`src/rtl/page_mode_dram_ctrl.sv`:
```
// Page-mode DRAM initiator: single-byte host requests, open-row reuse,
// one-per-cycle page-hit reads and enforced activate/precharge delays.
module page_mode_dram_ctrl #(
  parameter int unsigned T_RCD     = 2,
  parameter int unsigned T_RP      = 2,
  parameter int unsigned PAGE_IDLE = 8
) (
  input  logic       i_clk,
  input  logic       i_rst_n,
  input  logic       i_req_valid,
  output logic       o_req_ready,
  input  logic       i_req_we,
  input  logic [7:0] i_req_addr,
  input  logic [7:0] i_req_wdata,
  output logic       o_rsp_valid,
  output logic [7:0] o_rsp_rdata,
  output logic       o_page_open,
  output logic       o_dram_cs,
  output logic       o_dram_we,
  output logic [3:0] o_dram_row,
  output logic [3:0] o_dram_col,
  output logic [7:0] o_dram_din,
  input  logic [7:0] i_dram_dout
);

  typedef enum logic [1:0] {
    S_IDLE = 2'd0,
    S_ACT  = 2'd1,
    S_OPEN = 2'd2,
    S_PRE  = 2'd3
  } state_t;

  // Timers count down to zero, so they are loaded with the delay minus one.
  localparam logic [3:0] RCD_LOAD = 4'(T_RCD - 1);
  localparam logic [3:0] RP_LOAD  = 4'(T_RP - 1);
  localparam logic [7:0] IDLE_LIM = 8'(PAGE_IDLE - 1);

  state_t      r_state;
  state_t      w_state_nxt;
  logic [3:0]  r_tmr;
  logic [3:0]  w_tmr_nxt;
  logic [7:0]  r_idle;
  logic [7:0]  w_idle_nxt;
  logic        r_drain;
  logic        w_drain_nxt;

  logic        r_cs;
  logic        w_cs_nxt;
  logic        r_we;
  logic        w_we_nxt;
  logic [3:0]  r_row;
  logic [3:0]  w_row_nxt;
  logic [3:0]  r_col;
  logic [3:0]  w_col_nxt;
  logic [7:0]  r_din;
  logic [7:0]  w_din_nxt;

  logic        r_vld_p0;
  logic        r_vld_p1;
  logic        r_rsp_valid;
  logic [7:0]  r_rsp_rdata;

  logic        w_hit;
  logic        w_empty;
  logic        w_accept;
  logic        w_miss;
  logic        w_drain_any;
  logic        w_idle_done;

  assign w_hit       = (i_req_addr[7:4] == r_row);
  assign w_empty     = !r_vld_p0 && !r_vld_p1;
  assign w_accept    = (r_state == S_OPEN) && i_req_valid && w_hit && !r_drain;
  assign w_miss      = (r_state == S_OPEN) && i_req_valid && !w_hit;
  // A miss seen this cycle counts as draining, so an empty pipeline can
  // leave for precharge without spending an extra cycle.
  assign w_drain_any = r_drain || w_miss;
  assign w_idle_done = !w_accept && (r_idle >= IDLE_LIM) && w_empty;

  // Next-state and next registered-output values; outputs hold by default
  // except dram_we, which is a single-cycle write strobe.
  always_comb begin
    w_state_nxt = r_state;
    w_tmr_nxt   = r_tmr;
    w_idle_nxt  = r_idle;
    w_drain_nxt = r_drain;
    w_row_nxt   = r_row;
    w_col_nxt   = r_col;
    w_din_nxt   = r_din;
    w_we_nxt    = 1'b0;
    case (r_state)
      S_IDLE: begin
        if (i_req_valid) begin
          w_state_nxt = S_ACT;
          w_row_nxt   = i_req_addr[7:4];
          w_tmr_nxt   = RCD_LOAD;
        end
      end
      S_ACT: begin
        if (r_tmr == 4'd0) begin
          w_state_nxt = S_OPEN;
          w_idle_nxt  = 8'd0;
        end else begin
          w_tmr_nxt = r_tmr - 4'd1;
        end
      end
      S_OPEN: begin
        if (w_accept) begin
          w_idle_nxt = 8'd0;
          w_col_nxt  = i_req_addr[3:0];
          if (i_req_we) begin
            w_we_nxt  = 1'b1;
            w_din_nxt = i_req_wdata;
          end
        end else if (r_idle < IDLE_LIM) begin
          w_idle_nxt = r_idle + 8'd1;
        end
        if (w_miss) begin
          w_drain_nxt = 1'b1;
        end
        // The row only closes once no read tag is in flight.
        if (w_empty && (w_drain_any || w_idle_done)) begin
          w_state_nxt = S_PRE;
          w_tmr_nxt   = RP_LOAD;
        end
      end
      S_PRE: begin
        if (r_tmr == 4'd0) begin
          if (r_drain) begin
            w_state_nxt = S_ACT;
            w_row_nxt   = i_req_addr[7:4];
            w_tmr_nxt   = RCD_LOAD;
            w_drain_nxt = 1'b0;
          end else begin
            w_state_nxt = S_IDLE;
          end
        end else begin
          w_tmr_nxt = r_tmr - 4'd1;
        end
      end
      default: begin
        w_state_nxt = S_IDLE;
      end
    endcase
    w_cs_nxt = (w_state_nxt == S_ACT) || (w_state_nxt == S_OPEN);
  end

  // State, timers and registered DRAM-side pins.
  always_ff @(posedge i_clk or negedge i_rst_n) begin
    if (!i_rst_n) begin
      r_state <= S_IDLE;
      r_tmr   <= 4'd0;
      r_idle  <= 8'd0;
      r_drain <= 1'b0;
      r_cs    <= 1'b0;
      r_we    <= 1'b0;
      r_row   <= 4'd0;
      r_col   <= 4'd0;
      r_din   <= 8'd0;
    end else begin
      r_state <= w_state_nxt;
      r_tmr   <= w_tmr_nxt;
      r_idle  <= w_idle_nxt;
      r_drain <= w_drain_nxt;
      r_cs    <= w_cs_nxt;
      r_we    <= w_we_nxt;
      r_row   <= w_row_nxt;
      r_col   <= w_col_nxt;
      r_din   <= w_din_nxt;
    end
  end

  // Read tag pipeline: p0 = column issued, p1 = DRAM has registered data,
  // then the response is captured; reset drops in-flight tags silently.
  always_ff @(posedge i_clk or negedge i_rst_n) begin
    if (!i_rst_n) begin
      r_vld_p0    <= 1'b0;
      r_vld_p1    <= 1'b0;
      r_rsp_valid <= 1'b0;
      r_rsp_rdata <= 8'd0;
    end else begin
      r_vld_p0    <= w_accept && !i_req_we;
      r_vld_p1    <= r_vld_p0;
      r_rsp_valid <= r_vld_p1;
      if (r_vld_p1) begin
        r_rsp_rdata <= i_dram_dout;
      end
    end
  end

  assign o_req_ready = w_accept;
  assign o_page_open = (r_state == S_ACT) || (r_state == S_OPEN);
  assign o_rsp_valid = r_rsp_valid;
  assign o_rsp_rdata = r_rsp_rdata;
  assign o_dram_cs   = r_cs;
  assign o_dram_we   = r_we;
  assign o_dram_row  = r_row;
  assign o_dram_col  = r_col;
  assign o_dram_din  = r_din;

endmodule

```
`config.mk`:
```
export PLATFORM = sky130hd
export DESIGN_NAME = page_mode_dram_ctrl
export DESIGN_NICKNAME = d
export VERILOG_FILES = /design/src/rtl/page_mode_dram_ctrl.sv
export SDC_FILE = /design/constraint.sdc
export NUM_CORES = 1
export LEC_CHECK = 0
export ABC_AREA = 0
export ABC_CLOCK_PERIOD_IN_PS = 2400
export BUFFER_PORTS_ARGS = -buffer_cell sky130_fd_sc_hd__buf_2
export CAP_MARGIN = 20
export CELL_PAD_IN_SITES_DETAIL_PLACEMENT = 1
export CELL_PAD_IN_SITES_GLOBAL_PLACEMENT = 1
export CORE_UTILIZATION = 41
export DETAILED_ROUTE_END_ITERATION = 8
export GPL_TIMING_DRIVEN = 0
export PLACE_DENSITY_LB_ADDON = 0.1
export SYNTH_ARGS = -nofsm -noshare
export SYNTH_HDL_FRONTEND = slang
export SYNTH_SLANG_ARGS = --single-unit
```
`constraint.sdc`:
```
create_clock -name i_clk -period 2.4 [get_ports i_clk]
set_input_delay 0.24 -clock i_clk [delete_from_list [all_inputs] [get_ports i_clk]]
set_output_delay 0.24 -clock i_clk [all_outputs]
set_load 0.02 [all_outputs]
```
==> metrics.sh <==
GRT_ANTENNA_BEFORE_REPAIR=0
SORT_OF_ELEMENT_AT_THE_END_OF_THE_CRITICAL_PATH='register'
SYNTH_SEQ_CELLS=44
CTSLONGESTPATHBUFFERS=2
VDD.IR_DROP.WORST_mV=0.480
MIN_DELAY_PATH_DEPTH=2
REG2REGPATHDEPTH=7
TIMING.CRITICAL_PATH.REQUIRED_NS=2.58
UNREPAIRED_SETUP_ENDPOINTS_AFTER_GLOBAL_ROUTING='no'
WORSTHOLDENDPOINT='r_vld_p0'
TIMING.MAX_SLEW.REL_SLACK=0.643
WORST_EP_ARRIVAL_TIME_NS=2.43
SYN_AREA_UM2=2090
DRT-VIAS-PER-INSTANCE=5.12
DIE_Y_UM=73.5
FILLCELLCOUNT=540
NUMBER_OF_GLOBAL_ROUTE_VIAS_BEFORE_REPAIR=1587
WIRELENGTH_UM=4710
GRT_START_MAX_NET_PINS=45
CELLLEAKAGEPOWER_nW=1.34
YOSYS.AREA.TOP_TYPE_SHARE=0.526
POST_ROUTE_SKEW_NS=0.00771
SYNTH_CELL_TYPE_COUNT=41
SETUP_VIOL=0
DETAIL_ROUTE.DRC_VIOLATIONS=0
HOLD_PATH.CLASS='in2reg'
IO_PINS=57
AREAGROWTHSYNTHTOFINISH_PCT=23.4
CRITICAL_PATH_FANOUT_MAX=6
SYNTH_TOP_FLOP_CELL='sky130_fd_sc_hd__dfrtp_1'
CAP_VIOLATIONS=0
HOLDCRITSTARTPOINT='i_req_we'
PATH_CELLS='inv_1 > ha_2 > a21oi_1 > a311oi_2 > o31ai_4 > a211oi_2 > mux2_1'
CLK_LATENCY_NS=0.29
CRIT_PATH_MAX_INCR_DELAY_NS=0.42
SYN_NETS=199
GRT_PASS1_WL_UM=7760
YS_TOP_CELLS_BY_AREA='sky130_fd_sc_hd__dfrtp_1, sky130_fd_sc_hd__mux2_2, sky130_fd_sc_hd__ha_1'
SETUP.WORST_PATH.CLASS='reg2reg'
POST_SYNTH.CELL_AREA_AVG_UM2=12.8
SYNTH_TOP_CELLS_BY_COUNT='sky130_fd_sc_hd__dfrtp_1, sky130_fd_sc_hd__mux2_2, sky130_fd_sc_hd__a21oi_1'
TIMING.FINAL.CRIT_SHARE=0.938
TIMING.FINAL.CRIT_PERIOD_NS=2.25
PLACE.DETAILED.HPWL_UM=3610
DIE_OUTLINE_AREA_UM2=5390
NUMCTSBUFFERS=5
YS_SEQ_AREA_FRAC=0.526
CORE-AREA_UM2=4820
FINALHOLDVIOLATIONS=0
INITIAL_UTIL=0.435
NUM_ANTENNA_CELLS=0
PATH_BUF_INV=1
DETAIL_ROUTE.WL_PER_CELL_UM=15.9
RUN_STATUS='finished clean'
PRE_CTS_SLACK_NS=0.114
CTS_TREE='yes'
POWERDENSITY_nW_PER_UM2=926
REG2REG_FROM='r_state[0]'
MAPPED_CELLS=164
SYNTH-EDFF-COUNT=0
TIMING.RR.END='r_tmr[1]'
CP-START-KIND='register'
FINAL.SETUP.TNS_NS=0
FMAX_GHz=0.444
DRIVE_GT1_FRAC=0.457
SETUP_WS_NS=0.148
CLOCK_SINKS=44
TIMING.CRITICAL_PATH.MAX_DELAY_FAMILY='compound AO/OA/AOI/OAI gates'
SLEW_VIOL_FINAL=0
FP.DIEW_UM=73.5
POST_CTS.REPAIR.SETUP_BUFFERS=0
PORTBUFFERS=56
GLOBALROUTE.TOTALOVERFLOW=0
CRIT_SLOWEST_CELL='sky130_fd_sc_hd__dfrtp_1'
ROUTE.VIAS.TOTAL=1521
DRTITER0DRC=41
SYNTH_MOST_COMMON_CELL='sky130_fd_sc_hd__dfrtp_1'
YOSYSTOPAREACELL='sky130_fd_sc_hd__dfrtp_1'
YS_WARN_COUNT=0
ANTENNA_VIOLATING_NETS_POST_ROUTE=0
ROOT_BUFFER_MASTER='sky130_fd_sc_hd__clkbuf_8'
CTS.CLK_SLEW.WORST_PATHS_NS=0.08
R2R_SLACK_NS=0.15
GP_CONGESTION=0.765
ROW_COUNT=25
TIGHTEST_PIN_TRANSITION_NS=0.535
CTS.HTREE.LEVELS=2
GROUTE.USAGE.OVERALL=0.196
FINISH.NET_COUNT=264
FIRSTDRTPASSITERS=4
SYNTHARSTFLOPSHARE=1.00
## cell usage in the layout, fill, tap and decap left out, types with 5 or more instances in the layout
master and n:
sky130_fd_sc_hd__buf_2 58, sky130_fd_sc_hd__dfrtp_1 44, sky130_fd_sc_hd__mux2_2 25, sky130_fd_sc_hd__a21oi_1 11, sky130_fd_sc_hd__nor2_1 10, sky130_fd_sc_hd__inv_1 6
sky130_fd_sc_hd__nor2b_1 6, sky130_fd_sc_hd__ha_1 6, sky130_fd_sc_hd__clkbuf_8 6, sky130_fd_sc_hd__o21ai_0 5
## layer usage
metal | routed length [um] | GRT usage
met5 | 0 | 0
met4 | 65 | 0.0769
met3 | 211 | 0.0494
met2 | 2460 | 0.331
met1 | 1970 | 0.238
## worst max path at each step
stage	from	endpoint	slack [ns]	cells past startpoint
2_1_floorplan	r_state[0]	r_tmr[1]	0.39	7
3_3_place_gp	r_state[0]	r_tmr[1]	0.17	7
3_5_place_dp	r_state[0]	r_tmr[1]	0.11	7
4_1_cts	r_state[0]	r_tmr[1]	0.08	7
5_1_grt	r_state[0]	r_tmr[1]	0.004	7
6_report	r_state[0]	r_tmr[1]	0.15	7
## flip-flops by register name, summed over array words and instances, names as in the netlist
register,flops
r_state,2
o_dram_row,4
o_rsp_rdata,8
r_tmr,4
r_idle,8
o_rsp_valid,1
r_vld_p1,1
r_vld_p0,1
o_dram_cs,1
r_drain,1
o_dram_din,8
o_dram_col,4
o_dram_we,1
## power by group
part	switching (mW)	internal [mW]
combinational	0.552	0.411
clock	0.245	0.234
sequential	0.106	0.845
## cell families (layout without fill, tap and decap cells)
family                   after synthesis  after routing  synth area share
XOR/XNOR                               5              5            0.0353
buffers and inverters                 11             77            0.0215
flip-flops                            44             44             0.526
multiplexers                          26             26             0.140
AND/OR/NAND/NOR                       35             35             0.103
adder cells (fa/ha/maj)                7              7            0.0418
AO/OA/AOI/OAI                         36             36             0.132
## metrics by stage
step                      hold slack [ns]  area (um^2)  cells  utilization  power (mW)
final                               0.132         2580    297        0.536        2.39
after global routing                0.126         2580    297        0.536        2.56
after CTS                           0.118         2550    295        0.530        2.42
after detailed placement            0.374         2460    287        0.510        1.93
after global placement              0.354         2460    287        0.510        1.89
after floorplan                   -0.0556         2090    164            -        1.67
## layout make-up
| class | count | area, um^2 | area share |
|---|---|---|---|
| sequential | 44 | 1100 | 0.426 |
| multi-input combinational | 109 | 950 | 0.368 |
| inverter | 6 | 22.5 | 0.00872 |
| tap | 67 | 83.8 | 0.0324 |
| timing repair buffer | 58 | 310 | 0.120 |
| clock buffer | 7 | 86.3 | 0.0334 |
| buffer | 5 | 22.5 | 0.00872 |
| clock inverter | 1 | 7.51 | 0.00291 |
## repair_timing
item / in CTS / in global routing
resized for setup: 0 / 1
setup endpoints to repair: 0 / 1
endpoints found under the hold margin: 0 / 17
hold buffers: 0 / 1
(Power assumes the default switching activity.)
